<file path="src/rtl/ctrl_pkg.sv">
// Shared decode constants, the EX control bundle layout and the FSM state type
// used by the ID->EX control pipeline stage.
package ctrl_pkg;

    localparam logic [6:0] OP_NONE   = 7'b0000000;
    localparam logic [6:0] OP_LOAD   = 7'b0000011;
    localparam logic [6:0] OP_STORE  = 7'b0100011;
    localparam logic [6:0] OP_R      = 7'b0110011;
    localparam logic [6:0] OP_BRANCH = 7'b1100011;
    localparam logic [6:0] OP_IMM    = 7'b0010011;
    localparam logic [6:0] OP_JAL    = 7'b1101111;
    localparam logic [6:0] OP_AUIPC  = 7'b0010111;
    localparam logic [6:0] OP_LUI    = 7'b0110111;
    localparam logic [6:0] OP_JALR   = 7'b1100111;

    localparam logic [6:0] F7_MULDIV = 7'b0000001;

    localparam logic [1:0] ALUOP_ADD    = 2'b00;
    localparam logic [1:0] ALUOP_BRANCH = 2'b01;
    localparam logic [1:0] ALUOP_FUNCT  = 2'b10;
    localparam logic [1:0] ALUOP_MULDIV = 2'b11;

    typedef struct packed {
        logic       reg_write;
        logic [2:0] imm_src;
        logic       alu_src_a;
        logic [1:0] alu_src_b;
        logic       mem_write;
        logic [1:0] result_src;
        logic       branch;
        logic [1:0] alu_op;
        logic       jump;
    } ctrl_bundle_t;

    localparam ctrl_bundle_t BND_LOAD   = 14'b1_000_0_01_0_01_0_00_0;
    localparam ctrl_bundle_t BND_STORE  = 14'b0_001_0_01_1_00_0_00_0;
    localparam ctrl_bundle_t BND_R      = 14'b1_000_0_00_0_00_0_10_0;
    localparam ctrl_bundle_t BND_BRANCH = 14'b0_010_0_00_0_00_1_01_0;
    localparam ctrl_bundle_t BND_IMM    = 14'b1_000_0_01_0_00_0_10_0;
    localparam ctrl_bundle_t BND_JAL    = 14'b1_011_0_00_0_10_0_00_1;
    localparam ctrl_bundle_t BND_AUIPC  = 14'b1_100_1_10_0_00_0_00_0;
    localparam ctrl_bundle_t BND_LUI    = 14'b1_100_1_01_0_00_0_00_0;
    localparam ctrl_bundle_t BND_JALR   = 14'b1_000_0_01_0_10_0_00_1;

    typedef enum logic {
        ST_IDLE,
        ST_BUSY
    } state_e;

endpackage

</file>
<file path="src/rtl/ctrl_decode.sv">
// Combinational opcode/funct7 decode into the EX control bundle, flagging
// M-extension ops, their divide/multiply class, bubbles and illegal encodings.
module ctrl_decode
    import ctrl_pkg::*;
#(
    parameter bit EN_MEXT = 1'b1
) (
    input  logic [31:0]  instr_i,
    output ctrl_bundle_t bundle_o,
    output logic         muldiv_o,
    output logic         div_o,
    output logic         illegal_o,
    output logic         nop_o
);

    logic [6:0] op;
    logic [6:0] funct7;
    logic       unused_bits;

    assign op          = instr_i[6:0];
    assign funct7      = instr_i[31:25];
    assign div_o       = instr_i[14];
    assign unused_bits = ^{instr_i[24:15], instr_i[13:7]};

    always_comb begin
        // NOTE: every output gets a default before the case so no path can infer a latch.
        bundle_o  = '0;
        muldiv_o  = 1'b0;
        illegal_o = 1'b0;
        nop_o     = 1'b0;
        case (op)
            OP_LOAD:   bundle_o = BND_LOAD;
            OP_STORE:  bundle_o = BND_STORE;
            OP_BRANCH: bundle_o = BND_BRANCH;
            OP_IMM:    bundle_o = BND_IMM;
            OP_JAL:    bundle_o = BND_JAL;
            OP_AUIPC:  bundle_o = BND_AUIPC;
            OP_LUI:    bundle_o = BND_LUI;
            OP_JALR:   bundle_o = BND_JALR;
            OP_R: begin
                if (funct7 != F7_MULDIV) begin
                    bundle_o = BND_R;
                end else if (EN_MEXT) begin
                    bundle_o        = BND_R;
                    bundle_o.alu_op = ALUOP_MULDIV;
                    muldiv_o        = 1'b1;
                end else begin
                    illegal_o = 1'b1;
                end
            end
            OP_NONE:   nop_o     = 1'b1;
            default:   illegal_o = 1'b1;
        endcase
    end

endmodule

</file>
<file path="src/rtl/ctrl_pipe_stage.sv">
// ID->EX control register stage: registers the decoded bundle, holds multi-cycle
// M-ops in BUSY for their latency and produces backpressure to IF/ID.
module ctrl_pipe_stage
    import ctrl_pkg::*;
#(
    parameter bit          EN_MEXT = 1'b1,
    parameter int unsigned MUL_LAT = 2,
    parameter int unsigned DIV_LAT = 8
) (
    input  logic        clk,
    input  logic        reset,
    input  logic [31:0] instr,
    input  logic        in_valid,
    input  logic        stall_ex,
    input  logic        flush,
    output logic        RegWriteE,
    output logic [2:0]  ImmSrcE,
    output logic        ALUSrcAE,
    output logic [1:0]  ALUSrcBE,
    output logic        MemWriteE,
    output logic [1:0]  ResultSrcE,
    output logic        BranchE,
    output logic [1:0]  ALUOpE,
    output logic        JumpE,
    output logic        MulDivE,
    output logic        out_valid,
    output logic        illegal,
    output logic        stall_id
);

    // Sized for the longer of the two latencies so an oversized MUL_LAT cannot truncate.
    localparam int unsigned MAX_LAT = (DIV_LAT > MUL_LAT) ? DIV_LAT : MUL_LAT;
    localparam int unsigned CNT_W   = $clog2(MAX_LAT + 1);
    localparam logic [CNT_W-1:0] MUL_LOAD = CNT_W'(MUL_LAT - 1);
    localparam logic [CNT_W-1:0] DIV_LOAD = CNT_W'(DIV_LAT - 1);
    localparam logic [CNT_W-1:0] CNT_ONE  = CNT_W'(1);

    ctrl_bundle_t     dec_bundle;
    logic             dec_muldiv;
    logic             dec_div;
    logic             dec_illegal;
    logic             dec_nop;
    logic [CNT_W-1:0] lat_load;

    state_e           state_q;
    logic [CNT_W-1:0] cnt_q;
    ctrl_bundle_t     bundle_q;
    ctrl_bundle_t     pend_q;
    logic             muldiv_q;
    logic             valid_q;
    logic             illegal_q;

    ctrl_decode #(.EN_MEXT(EN_MEXT)) u_decode (
        .instr_i   (instr),
        .bundle_o  (dec_bundle),
        .muldiv_o  (dec_muldiv),
        .div_o     (dec_div),
        .illegal_o (dec_illegal),
        .nop_o     (dec_nop)
    );

    assign lat_load = dec_div ? DIV_LOAD : MUL_LOAD;
    assign stall_id = (state_q == ST_BUSY) | stall_ex;

    // NOTE: all state below is updated with non-blocking assignments so every register samples pre-edge values.
    always_ff @(posedge clk) begin
        if (reset) begin
            state_q   <= ST_IDLE;
            cnt_q     <= '0;
            bundle_q  <= '0;
            pend_q    <= '0;
            muldiv_q  <= 1'b0;
            valid_q   <= 1'b0;
            illegal_q <= 1'b0;
        end else if (flush) begin
            state_q   <= ST_IDLE;
            cnt_q     <= '0;
            bundle_q  <= '0;
            muldiv_q  <= 1'b0;
            valid_q   <= 1'b0;
            illegal_q <= 1'b0;
        end else begin
            case (state_q)
                ST_IDLE: begin
                    if (stall_ex) begin
                        illegal_q <= 1'b0;
                    end else begin
                        bundle_q  <= '0;
                        muldiv_q  <= 1'b0;
                        valid_q   <= 1'b0;
                        illegal_q <= 1'b0;
                        if (in_valid) begin
                            if (dec_illegal) begin
                                illegal_q <= 1'b1;
                            end else if (dec_muldiv && (lat_load != '0)) begin
                                state_q <= ST_BUSY;
                                cnt_q   <= lat_load;
                                pend_q  <= dec_bundle;
                            end else if (!dec_nop) begin
                                bundle_q <= dec_bundle;
                                muldiv_q <= dec_muldiv;
                                valid_q  <= 1'b1;
                            end
                        end
                    end
                end
                ST_BUSY: begin
                    // Issue on the cycle the count reaches zero; a stall parks the counter at zero.
                    if ((cnt_q <= CNT_ONE) && !stall_ex) begin
                        state_q  <= ST_IDLE;
                        cnt_q    <= '0;
                        bundle_q <= pend_q;
                        muldiv_q <= 1'b1;
                        valid_q  <= 1'b1;
                    end else if (cnt_q != '0) begin
                        cnt_q <= cnt_q - CNT_ONE;
                    end
                end
                default: state_q <= ST_IDLE;
            endcase
        end
    end

    assign RegWriteE  = bundle_q.reg_write;
    assign ImmSrcE    = bundle_q.imm_src;
    assign ALUSrcAE   = bundle_q.alu_src_a;
    assign ALUSrcBE   = bundle_q.alu_src_b;
    assign MemWriteE  = bundle_q.mem_write;
    assign ResultSrcE = bundle_q.result_src;
    assign BranchE    = bundle_q.branch;
    assign ALUOpE     = bundle_q.alu_op;
    assign JumpE      = bundle_q.jump;
    assign MulDivE    = muldiv_q;
    assign out_valid  = valid_q;
    assign illegal    = illegal_q;

endmodule

</file>
<file path="config.mk">
export PLATFORM = sky130hd
export DESIGN_NAME = ctrl_pipe_stage
export DESIGN_NICKNAME = d
export VERILOG_FILES = /design/src/rtl/ctrl_pkg.sv /design/src/rtl/ctrl_decode.sv /design/src/rtl/ctrl_pipe_stage.sv
export SDC_FILE = /design/constraint.sdc
export NUM_CORES = 1
export LEC_CHECK = 0
export ABC_AREA = 1
export ABC_CLOCK_PERIOD_IN_PS = 2550
export CAP_MARGIN = 40
export CORE_MARGIN = 1.5
export CORE_UTILIZATION = 49
export DETAILED_ROUTE_END_ITERATION = 16
export PLACE_DENSITY = 0.81
export SETUP_SLACK_MARGIN = 0.4
export SYNTH_ARGS = -nofsm -noshare
export SYNTH_HDL_FRONTEND = slang
export SYNTH_HIERARCHICAL = 1
export SYNTH_SLANG_ARGS = --single-unit
export TNS_END_PERCENT = 30
</file>
<file path="constraint.sdc">
create_clock -name clk -period 2.55 [get_ports clk]
set_clock_uncertainty 0.2 [all_clocks]
set_input_delay 0.6375 -clock clk [delete_from_list [all_inputs] [get_ports clk]]
set_output_delay 0.6375 -clock clk [all_outputs]
set_load 0.01 [all_outputs]
</file>
* After elaboration in Yosys (flattened, before gate mapping)
Cells that the tools add are included.
** Storage, ports and cells
- Bits in registers :: 36
- Output and inout port bits :: 18
- Word-level logic and storage cells :: 98
** Cells by class
- Add/subtract/negate cells :: 1
- Order comparisons :: 1
- Eq/ne operators :: 16
- Muxes and demuxes :: 42
- Bitwise operators :: 4
- Reductions and logical operators :: 11
** Operator list (count)
- 14-bit case mux with 9 select lines :: 1
- 14-bit two-way mux :: 6
- 14-bit case mux with 2 select lines :: 1
- 4-bit two-way mux :: 6
- 1-bit two-way mux :: 22
- 7-bit by 6-bit == test with 1-bit output (second input constant) :: 3
- 7-bit == test (second input constant) :: 3
- 7-bit by 5-bit == test with 1-bit output (second input constant) :: 2
- 10-bit OR reduction :: 1
- 2-bit != test (second input constant) :: 4
- 4-bit case mux with 2 select lines :: 1
- 4-bit nonzero test :: 2
- 7-bit by 2-bit == test with 1-bit output (second input constant) :: 1
- 7-bit zero test :: 1
- 7-bit by 1-bit != test with 1-bit output (second input constant) :: 1
- 1-bit case mux with 2 select lines :: 3
- 6-bit AND reduction :: 1
- 5-bit AND reduction :: 1
- 4-bit by 1-bit <= comparator with 1-bit output (second input constant) :: 1
- 4-bit by 1-bit subtractor with 4-bit output (second input constant) :: 1
- 3-bit two-way mux :: 1
- 3-bit by 1-bit != test with 1-bit output (second input constant) :: 1
- 1-bit inverter :: 3
- 1-bit logical AND :: 2
- 6 further kinds :: 6

* Logic depth before layout (Yosys ltp)
Gate-level depths: netlist (run 1).
- Depth after elaboration :: 9
- Mapped depth :: 13
- Depth with buffers taken out :: 13

* By module
Netlist (run 1), hierarchy kept.
** Modules (own cells, without submodules)
- ctrl_pipe_stage :: instances 1, cells each 246, area an instance 1734.2 sq um
- ctrl_decode :: instances 1, cells each 60, area an instance 316.6 sq um

* Least setup slack after synthesis (run 1)
OpenSTA, ideal clock, no wires.
- Path type :: input port to flip-flop
- Start :: in instr[30]
- End :: reg pend_q[0] (netlist bit)
- Library setup time :: 0.114 ns
- Arrival :: 1.853 ns
- Required time :: 2.236 ns
- Setup slack :: 0.384 ns
- Cell stages on the path :: 12
- Path buffers :: 1
- Cells stage by stage :: or3_1 > nor2_1 > nand2_1 > inv_1 > nand2_1 > inv_1 > nand3_4 > nor2_8 > inv_4 > buf_6 > nor2_4 > nor2_2
** Between the ends
- Cells in the longest elaborated chain, start to end :: 5
** RTL lines
- start, declared :: RTL line ctrl_pipe_stage.sv:12 : input logic [31:0] instr,
- 7-bit by 1-bit != test with 1-bit output :: RTL line ctrl_decode.sv:41 : if (funct7 != F7_MULDIV) begin
- 1-bit two-way mux :: RTL line ctrl_decode.sv:41
- 1-bit two-way mux :: RTL line ctrl_decode.sv:31 : case (op)
- via dec_muldiv :: RTL line ctrl_pipe_stage.sv:39 : logic dec_muldiv;
- 1-bit logical AND :: RTL line ctrl_pipe_stage.sv:95 : end else if (dec_muldiv && (lat_load != '0)) begin
- 6-bit AND reduction (no source line)
- end signal, assigned :: RTL line ctrl_pipe_stage.sv:98 : pend_q <= dec_bundle;
- end, declared :: RTL line ctrl_pipe_stage.sv:48 : ctrl_bundle_t pend_q;
The timed path passes the listed nets, and every way through them passes these cells.
A chain may end at the register's enable or synchronous reset.

* Worst setup path in the final report (run 1)
- Start :: in instr[3]
- End :: reg pend_q[8] (netlist bit)
** Between the ends
- Cells in the longest elaborated chain, start to end :: 4
- Elaborated cells on any way between the ends :: 15
- Classes of those cells :: eq/ne (9); mux (2); reduce/logical (4)
** RTL lines
- branches (longest 4 deep; another with 10-bit OR reduction)
Several ways; the timed one is not identified.

==> out/metrics.cfg, run 1 <==
[outcome]
outcome = complete, no violations

[synth]
syn_avg_cell_area_sq_um = 6.70
yosysSeqAreaShare_pct = 35.1
synth_simple_gate_area_share_pct = 40.6
synth_compound_area_share_pct = 12.4
synth_cells = 306
synth_async_sr_flop_share_pct = 0
synth_top_cell_by_area = dfxtp_1
yosysWarnings = 6
synth_mux_area_share_pct = 0
synth_top_family_by_area = simple AND/OR/NAND/NOR gates
synth-seq-cells = 36
synth_top_cell_area_share_pct = 35.1
yosys.area_share.xor_xnor_pct = 0
synth_ff_type = dfxtp_1
synthAdderAreaFrac_pct = 1.22
synth_edf_count = 0
synth_nets = 345
synth_area_sq_um = 2050
synth_area_leaders = dfxtp_1 35%, nand2_1 12%, nor2_1 12%, o21ai_0 5.9%, o21ai_1 4.9%
synth.distinct_cells = 30

[setup_path]
crit_path_cell_trace = buf_6 > inv_4 > nand2_4 > nor2_1 > nand2_2 > nand3_2 > nor3_4 > buf_6 > nor2_4 > nand3_4 > nor2_8 > buf_12 > buf_12 > o21ai_1 > nor2_1
worstSetupEndpointType = flip-flop
critPathTopFamily = simple AND/OR/NAND/NOR gates
required_ns = 2.59
crit_type = input port to flip-flop
crit_slowest_cell = nor2_1
arrival_ns = 2.23
cp_slowest_stage_delay_ns = 0.17
critPathBufInv = 5
start_kind = input port
worstPathMaxFanout = 6

[global_routing]
antenna_found_initial = 0
grt_max_degree = 21
grt_pass1_vias = 1951
grt_pass1_wl_um = 8760
track_usage_pct = 25.9
overflow = 0

[clock_tree]
clockBufferDepth = 2
insertion_delay_ns = 0.30
cts_root_buffer = clkbuf_8
clk_pin_slew_ns = 0.07
cts_tree = yes
htreeDepth = 2
cts_num_sinks = 36
cts_made_buffers = 5
ctsHoldBuffers = 0

[final_layout]
final_cell_mix = 61 x nor2_1, 59 x nand2_1, 48 x buf_4
synthToLayoutAreaGrowth_pct = 49.5
drive_above_1_share_pct = 33.1
layout_commonest_cell = nor2_1
final_area_sq_um = 3070
num_antenna_cells = 0
fin_nets = 428
fillCellCount = 288
post-route-util_pct = 76.7

[floorplan]
die_x_um = 67.7
die_h_um = 67.7
core-area_sq_um = 4000
start_util_pct = 51.3
io_pins = 55
die_area_sq_um = 4580
row_count = 23

[power_and_ir_drop]
power_leakage_uw = 0.00141
p_per_area_nw_per_um2 = 406
total_power_uw = 1240
irDropWorstVdd_mv = 0.292

[placed_design]
portBuffers = 37
dp_hpwl_um = 3500
gp_congestion = 0.898
placed_area_sq_um = 2590

[routing]
vias_per_cell = 5.16
drc = 0
wl_per_cell_um = 13.5
ant_nets = 0
drt-pass1-iter-count = 4
drt-total-wl_um = 5930
vias = 2272
drtIter0Drc = 139

[sta]
setup_tns_ns = 0
slew_headroom_pct = 64.1
worstMarginPinSlew_ns = 0.534
finalSetupViolCount = 0
fin_crit_sh_pct = 85.8
rsz0062_at_grt = true
final-hold-violation-count = 0
fin_hold_ws_ns = 0.263
period_needed_ns = 2.19
fmax_mhz = 457
final-max-slew-violation-count = 0

[worst_hold_path]
hp-class = flip-flop to flip-flop

[job]
timing.max_cap.violations = 0

[final timing paths]
kind / from / to / slack, ns / cells after the start
setup / recovery: instr[3] / pend_q[8]$_SDFFE_PP0P_ / 0.36 / 15
hold / removal: MulDivE$_SDFFE_PP0P_ / MulDivE$_SDFFE_PP0P_ / 0.26 / 2
setup reg to reg: state_q$_SDFF_PP0_ / pend_q[8]$_SDFFE_PP0P_ / 0.68 / 8
hold reg to reg: MulDivE$_SDFFE_PP0P_ / MulDivE$_SDFFE_PP0P_ / 0.26 / 2
[Yosys cell counts (4+ instances only)]
master	count
a21oi_1	4
buf_4	4
buf_6	4
dfxtp_1	36
inv_1	21
inv_2	7
nand2_1	66
nand2_2	7
nand3_1	4
nand3_2	4
nor2_1	64
nor2_2	14
nor2_4	4
o21ai_0	24
o21ai_1	20
[through the flow]
step | worst slack, ns | std cells
finish | 0.362 | 440
global route | 0.279 | 440
CTS | 0.402 | 434
detailed placement | -0.286 | 407
global placement | -0.267 | 407
floorplan | 0.385 | 306
[flip-flops by register name, summed over array words and instances, names as in the netlist]
| name | flops |
|---|---|
| pend_q | 14 |
| cnt_q | 4 |
| ImmSrcE | 3 |
| ALUOpE | 2 |
| ALUSrcBE | 2 |
| ResultSrcE | 2 |
| ALUSrcAE | 1 |
| BranchE | 1 |
| JumpE | 1 |
| MemWriteE | 1 |
| MulDivE | 1 |
| RegWriteE | 1 |
| illegal | 1 |
| out_valid | 1 |
| state_q | 1 |
[repair_timing]
item | in CTS | in global routing
pin swaps | 23 | 21
endpoints found under the setup margin | 35 | 19
buffers inserted | 17 | 6
gates cloned | 2 | 0
gates resized for setup | 77 | 26
[worst reg2reg max path, stage by stage, from the launching register on]
cell	delay, ns
dfxtp_1	0.32
buf_4	0.22
inv_2	0.28
nand3_4	0.15
nor2_8	0.17
buf_12	0.17
buf_12	0.13
o21ai_1	0.07
nor2_1	0.12
[kinds of logic after synthesis]
group | count (synthesis)
simple gates | 175
buf+inv | 43
fa+ha+maj | 2
compound gates | 50
flops | 36
[area by class of cell]
cell class	count	area, sq um	area share (%)
multi-input cells	227	1210	39.4
repair buffers	88	803	26.2
flip-flops and latches	36	721	23.5
inverters	30	149	4.86
clock buffers	6	72.6	2.37
well taps	50	62.6	2.04
clock inverters	2	35.0	1.14
repair inverters	1	16.3	0.530
[where the power goes]
part           leakage (uW)  switching (uW)  internal, uW
Combinational       0.00106            86.9          83.5
Clock             0.0000552             211           290
Sequential         0.000291            3.26           569
Total               0.00141             301           942
[layer usage]
metal / vias up / part of all wire, % / global-route usage (%)
li1: 1128 / - / -
met1: 1036 / 42 / 30.1
met2: 90 / 50 / 43.9
met3: 18 / 4.7 / 5.17
met4: 0 / 3.0 / 15.3
met5: - / 0 / 0
(Power assumes the default switching activity.)
==> run 2: changes to the inputs <==
REMOVE_ABC_BUFFERS = 1   (was default)
==> run 2 against run 1 <==
Compared with the run above:
- power decreased by 3.9%
- combinational power increased by 20%
- first-iteration DRC count increased by 12%
- worst setup slack got worse by 0.074 ns
- sequential power about the same
- sequential cell count unchanged
- cell count increased by 3.9%
- die area unchanged
==> out/metrics.cfg, run 2 (synthesis gave the netlist of run 1 again) <==
[worst_hold_path]
hp-class = flip-flop to flip-flop
hold_depth = 2  ; unchanged

[job]
timing.max_cap.violations = 0  ; unchanged

[routing]
drc = 0  ; unchanged
drtIter0Drc = 155  ; +12%
vias = 2420  ; +6.5%
vias_per_cell = 5.30  ; +2.6%
wl_per_cell_um = 15.3  ; +13%
drt-pass1-iter-count = 4  ; unchanged
drt-total-wl_um = 6980  ; +18%
ant_nets = 0  ; unchanged

[final_layout]
largest_reg_flops = 14  ; unchanged
drive_above_1_share_pct = 38.3  ; +5.3 points
final_cell_mix = 64 x buf_4, 60 x nor2_1, 57 x nand2_1
fin_nets = 445  ; +4.0%
synthToLayoutAreaGrowth_pct = 56.4
final_cells = 457  ; +3.9%
largest_register = pend_q
fillCellCount = 264  ; -8.3%
layout_commonest_cell = buf_4
num_antenna_cells = 0  ; unchanged

[setup_path]
start_kind = input port
crit_type = input port to flip-flop
worstPathMaxFanout = 7  ; +1
worst-path-stages = 14  ; -1
cp_slowest_stage_delay_ns = 0.20  ; +0.03 ns
reg2reg_depth = 7  ; -1
crit_slowest_cell = nor2_8
worst-r2r-setup-slack_ns = 0.69  ; about the same
required_ns = 2.56  ; -0.03 ns
arrival_ns = 2.27  ; +0.04 ns
worstSetupEndpointType = flip-flop
crit_path_cell_trace = buf_6 > inv_4 > nand2_4 > nor2_1 > nand2_2 > nand3_2 > nor3_2 > buf_4 > nor2_4 > nand3_4 > nor2_8 > buf_6 > o21ai_1 > nor2_1
critPathTopFamily = simple AND/OR/NAND/NOR gates
critPathBufInv = 4  ; -1

[power_and_ir_drop]
power_leakage_uw = 0.00150  ; +6.7%
p_per_area_nw_per_um2 = 372  ; -8.1%
seqPwrFrac_pct = 47.9  ; +1.9 points
p_clk_share_pct = 35.0  ; -5.3 points
sw_frac_of_total_pct = 25.4  ; +1.2 points
net-switching-power_uw = 303  ; +0.70%
combPwrFrac_pct = 17.1  ; +3.4 points
irDropWorstVdd_mv = 0.242  ; -17%
total_power_uw = 1190  ; -3.9%
p_int_uw = 891  ; -5.4%

[clock_tree]
clk_pin_slew_ns = 0.07  ; about the same
ctsHoldBuffers = 0  ; unchanged
cts_root_buffer = clkbuf_8
cts_num_sinks = 36  ; unchanged
cts_tree = yes
clockBufferDepth = 2  ; unchanged
cts_made_buffers = 5  ; unchanged
insertion_delay_ns = 0.29  ; about the same
htreeDepth = 2  ; unchanged

[sta]
final-max-slew-violation-count = 0  ; unchanged
final-hold-violation-count = 0  ; unchanged
period_needed_ns = 2.26  ; +0.0737 ns
worstMarginPinSlew_ns = 0.518  ; -0.0162 ns
fmax_mhz = 442  ; -3.3%
slew_headroom_pct = 65.4  ; +1.3 points
fin_crit_sh_pct = 88.7  ; +2.9 points
rsz0062_at_grt = true
setup_ws_ns = 0.288  ; -0.0737 ns
finalSetupViolCount = 0  ; unchanged

[placed_design]
portBuffers = 37  ; unchanged
pre_cts_slack_ns = -0.265  ; +0.0211 ns
dp_hpwl_um = 3390  ; -3.2%
dp.cells = 409  ; +0.49%
gp_congestion = 0.873  ; -2.8%

[global_routing]
antenna_found_initial = 0  ; unchanged
grt_max_degree = 21  ; unchanged
grt_pass1_vias = 2184  ; +12%
overflow = 0  ; unchanged
grt_pass1_wl_um = 9580  ; +9.5%
track_usage_pct = 28.0  ; +2.1 points

[floorplan]
start_util_pct = 51.3  ; unchanged
core-area_sq_um = 4000  ; unchanged
die_h_um = 67.7  ; unchanged
row_count = 23  ; unchanged
die_x_um = 67.7  ; unchanged
die_area_sq_um = 4580  ; unchanged
io_pins = 55  ; unchanged

[outcome]
outcome = complete, no violations

==> run 2: cell types whose count changed in the layout (fill, tap and decap cells not counted), sizes merged <==
cell / delta
buf: +16
clkbuf: +4
bufinv: -1
clkinv: -1
dlygate4sd2: -1
dlymetal6s2s: +1
inv: -1
==> run 2: power by group through the flow <==
| stage | Clock (uW) | Sequential (uW) | Combinational, uW |
|---|---|---|---|
| finish | 418 | 572 | 204 |
| global route | 442 | 573 | 217 |
| CTS | 423 | 572 | 158 |
| detailed placement | 0 | 585 | 143 |
| global placement | 0 | 585 | 141 |
| floorplan | 0 | 588 | 56.7 |
==> run 2: worst min-delay path, cell delays in order (launching register included) <==
cell,delay [ns]
dfxtp_1,0.31
nand2_1,0.05
a21oi_1,0.05
==> run 2: path summary, 6_finish.rpt <==
check                        from                     end
max reg2reg    state_q$_SDFF_PP0_  pend_q[5]$_SDFFE_PP0P_
min          illegal$_SDFFE_PP0N_    illegal$_SDFFE_PP0N_
min reg2reg  illegal$_SDFFE_PP0N_    illegal$_SDFFE_PP0N_
max                      instr[3]  pend_q[5]$_SDFFE_PP0P_
==> run 2: stage by stage <==
step / setup TNS, ns / area (sq um) / util (%) / hold slack (ns)
3_3_place_gp: -6.39 / 2620 / 65.4 / 0.247
2_1_floorplan: 0 / 1950 / - / 0.265
6_report: 0 / 3210 / 80.2 / 0.259
4_1_cts: 0 / 2920 / 73.0 / 0.262
5_1_grt: 0 / 3210 / 80.2 / 0.289
3_5_place_dp: -7.77 / 2620 / 65.4 / 0.251
==> run 2: final cells by class <==
cell class                 count  area [sq um]  area share, %
timing repair buffer         106           933           29.1
inverter                      30           140           4.37
sequential                    36           721           22.5
tap                           50          62.6           1.95
multi-input combinational    227          1260           39.3
clock buffer                   8          90.1           2.81
==> run 2: per-layer routing <==
layer	share of wire, %	up-vias	track usage [%]
li1	-	1161	-
met1	39	1133	32.1
met2	52	98	49.6
met3	5.1	28	5.67
met4	3.8	0	12.8
met5	0	-	0
==> run 2: timing repair <==
item	4_1_cts	5_1_grt
setup buffers	27	12
resized for setup	61	68
pin swaps	26	34
setup endpoints to repair	35	33
cloned	0	1
endpoints found under the hold margin	0	0
==> run 3: changes to the inputs <==
CORE_UTILIZATION = 45   (was 49)
PLACE_DENSITY = 0.79   (was 0.81)
SYNTH_HIERARCHICAL = default   (was 1)
==> run 3 against run 2 <==
Compared with the run above:
- synthesized cell count is 21% lower
- largest power group unchanged
- critical path type is now flip-flop to output pin
- clock power is 5.0% higher
- wire length is 45% lower
- worst setup slack better by 0.13 ns
- critical path depth is 13 lower
- count of clock-buffer cells in the layout is 1 lower
- die area is 13% lower
==> out/metrics.cfg, run 3 <==
[placed_design]
portBuffers = 37  ; unchanged
placed_area_sq_um = 2060  ; -21%
pre_cts_slack_ns = -0.0702  ; +0.195 ns
gp_congestion = 0.818  ; -6.3%
dp_hpwl_um = 2830  ; -17%

[sta]
setup_ws_ns = 0.420  ; +0.132 ns
fmax_mhz = 469  ; +6.2%
fin_crit_sh_pct = 83.5  ; -5.2 points
finalSetupViolCount = 0  ; unchanged
period_needed_ns = 2.13  ; -0.132 ns
final-max-slew-violation-count = 0  ; unchanged
final-hold-violation-count = 0  ; unchanged
worstMarginPinSlew_ns = 0.459  ; -0.0592 ns
slew_headroom_pct = 69.2  ; +3.8 points
rsz0062_at_grt = true

[clock_tree]
cts_num_sinks = 32  ; -11%
htreeDepth = 2  ; unchanged
clk_pin_slew_ns = 0.10  ; +0.03 ns
ctsHoldBuffers = 0  ; unchanged
cts_root_buffer = clkbuf_4
insertion_delay_ns = 0.34  ; +0.05 ns
clockBufferDepth = 2  ; unchanged
cts_made_buffers = 5  ; unchanged
cts_tree = yes

[power_and_ir_drop]
power_leakage_uw = 0.000930  ; -38%
p_per_area_nw_per_um2 = 490  ; +32%
irDropWorstVdd_mv = 0.407  ; +68%
total_power_uw = 1060  ; -11%

[synth]
syn_avg_cell_area_sq_um = 6.79  ; +1.3%
yosysMostFrequentCell = nand2_1
synth_top_cell_by_area = dfxtp_1
synth_cells = 241  ; -21%
synth-seq-cells = 32  ; -11%
synth_area_leaders = dfxtp_1 39%, nand2_1 11%, nand3_1 7.7%, a21oi_1 7.0%, inv_1 6.2%
synth_edf_count = 0  ; unchanged
synthTopCellsByCount = 48 x nand2_1, 32 x dfxtp_1, 27 x inv_1
synth_async_sr_flop_share_pct = 0  ; unchanged
yosysWarnings = 0  ; -6
synth.distinct_cells = 30  ; unchanged
synth_area_sq_um = 1640  ; -20%
yosysSeqAreaShare_pct = 39.2  ; +4.0 points
synth_ff_type = dfxtp_1
synth_top_cell_area_share_pct = 39.2  ; +4.0 points

[floorplan]
die_h_um = 63.3  ; -6.5%
io_pins = 55  ; unchanged
row_count = 21  ; -8.7%
die_area_sq_um = 4000  ; -13%
start_util_pct = 47.9  ; -3.4 points
die_x_um = 63.3  ; -6.5%
core-area_sq_um = 3420  ; -15%

[final_layout]
num_antenna_cells = 0  ; unchanged
largest_register = pend_q
synthToLayoutAreaGrowth_pct = 32.4
final_area_sq_um = 2170  ; -32%
fin_nets = 323  ; -27%
drive_above_1_share_pct = 10.9  ; -27 points
reg_top3 = pend_q: 12 flops, cnt_q: 4 flops
final_cell_mix = 48 x nand2_1, 34 x clkdlybuf4s50_1, 32 x dfxtp_1
layout_commonest_cell = nand2_1
largest_reg_flops = 12  ; -2

[setup_path]
reg2reg_depth = 9  ; +2
crit_type = flip-flop to output pin
startpoint = JumpE$_SDFFE_PP0P_
start_kind = flip-flop
reg2reg_from = cnt_q[0]$_SDFFE_PP0P_
arrival_ns = 1.29  ; -0.98 ns
worstSetupEndpointType = output pin
cp_slowest_stage_delay_ns = 0.56  ; +0.36 ns
critPathTopFamily = buffers and inverters
worst-path-stages = 1  ; -13
crit_end = JumpE
required_ns = 1.71  ; -0.85 ns
critPathBufInv = 1  ; -3
worstPathMaxFanout = 3  ; -4
crit_path_cell_trace = clkdlybuf4s50_1
worst-r2r-setup-slack_ns = 0.65  ; -0.04 ns
crit_slowest_cell = clkdlybuf4s50_1
r2r_end = ALUSrcBE[1]$_SDFFE_PP0P_

[global_routing]
antenna_found_initial = 0  ; unchanged
grt_pass1_wl_um = 6330  ; -34%
track_usage_pct = 19.9  ; -8.2 points
grt_max_degree = 18  ; -14%
overflow = 0  ; unchanged
grt_pass1_vias = 1489  ; -32%

[routing]
wl_per_cell_um = 11.6  ; -24%
drtIter0Drc = 46  ; -70%
ant_nets = 0  ; unchanged
drc = 0  ; unchanged
vias = 1668  ; -31%
drt-total-wl_um = 3850  ; -45%
vias_per_cell = 5.04  ; -4.8%
drt-pass1-iter-count = 4  ; unchanged

[outcome]
outcome = complete, no violations

[worst_hold_path]
hp-class = flip-flop to flip-flop

[job]
timing.max_cap.violations = 0  ; unchanged

run 3: cell count changes in the layout (fill, tap and decap cells not counted), sizes merged, moves of 17 or more:
cell   change
buf       -67
nor2      -55
nand2     -23
o21ai     -21
a21oi     +19
nand3     +17
run 3: layer usage:
metal	wire length, um	share of wire (%)	global-route usage, %	vias to the layer above
met4	72	1.9	10.3	0
met5	0	0	0	-
met1	1850	48	24.5	742
met2	1710	44	32.6	49
li1	-	-	-	870
met3	208	5.4	4.29	7
run 3: power by group:
part / internal (uW) / total (uW) / switching (uW)
Clock: 260 / 439 / 178
Combinational: 56.7 / 116 / 59.4
Sequential: 504 / 507 / 2.63
run 3: layout make-up:
type                            count  area [sq um]
Clock inverter                      1          30.0
Sequential cell                    32           641
Tap cell                           46          57.6
Timing Repair Buffer               45           427
Multi-Input combinational cell    168           826
Inverter                           32           120
Clock buffer                        7          65.1
Fill cell                         308          1250
run 3: through the flow:
step | setup TNS, ns | util [%] | hold slack (ns) | std cells
floorplan | 0 | - | 0.221 | 232
global placement | -0.0932 | 60.3 | 0.239 | 322
detailed placement | -0.0702 | 60.3 | 0.245 | 322
CTS | 0 | 63.0 | 0.261 | 330
global route | 0 | 63.4 | 0.279 | 331
finish | 0 | 63.4 | 0.260 | 331
run 3: worst min-delay path by stage:
stage | slack (ns) | to | start | cells after the start
after CTS | 0.26 | pend_q[5]$_SDFFE_PP0P_ | pend_q[5]$_SDFFE_PP0P_ | 2
after global placement | 0.24 | pend_q[7]$_SDFFE_PP0P_ | pend_q[7]$_SDFFE_PP0P_ | 2
after global routing | 0.28 | pend_q[10]$_SDFFE_PP0P_ | pend_q[10]$_SDFFE_PP0P_ | 2
final | 0.26 | pend_q[8]$_SDFFE_PP0P_ | pend_q[8]$_SDFFE_PP0P_ | 2
after detailed placement | 0.24 | pend_q[5]$_SDFFE_PP0P_ | pend_q[5]$_SDFFE_PP0P_ | 2
after floorplan | 0.22 | pend_q[13]$_SDFFE_PP0P_ | pend_q[13]$_SDFFE_PP0P_ | 2
run 3: timing repair:
action / in CTS / in global routing
buffers inserted: 0 / 1
cloned: 0 / 0
endpoints found under the hold margin: 0 / 0
setup endpoints to repair: 1 / 16
resized for setup: 6 / 2
pin swaps: 1 / 2
run 3: cells by family (layout without fill, tap and decap cells):
| kind of cell | after synthesis | in the layout | share of synthesized area, % |
|---|---|---|---|
| buf+inv | 41 | 85 | 10.8 |
| xor+xnor | 1 | 1 | 0.536 |
| fa+ha+maj | 2 | 2 | 1.53 |
| simple gates | 117 | 117 | 33.0 |
| compound gates | 48 | 48 | 15.0 |
| flops | 32 | 32 | 39.2 |
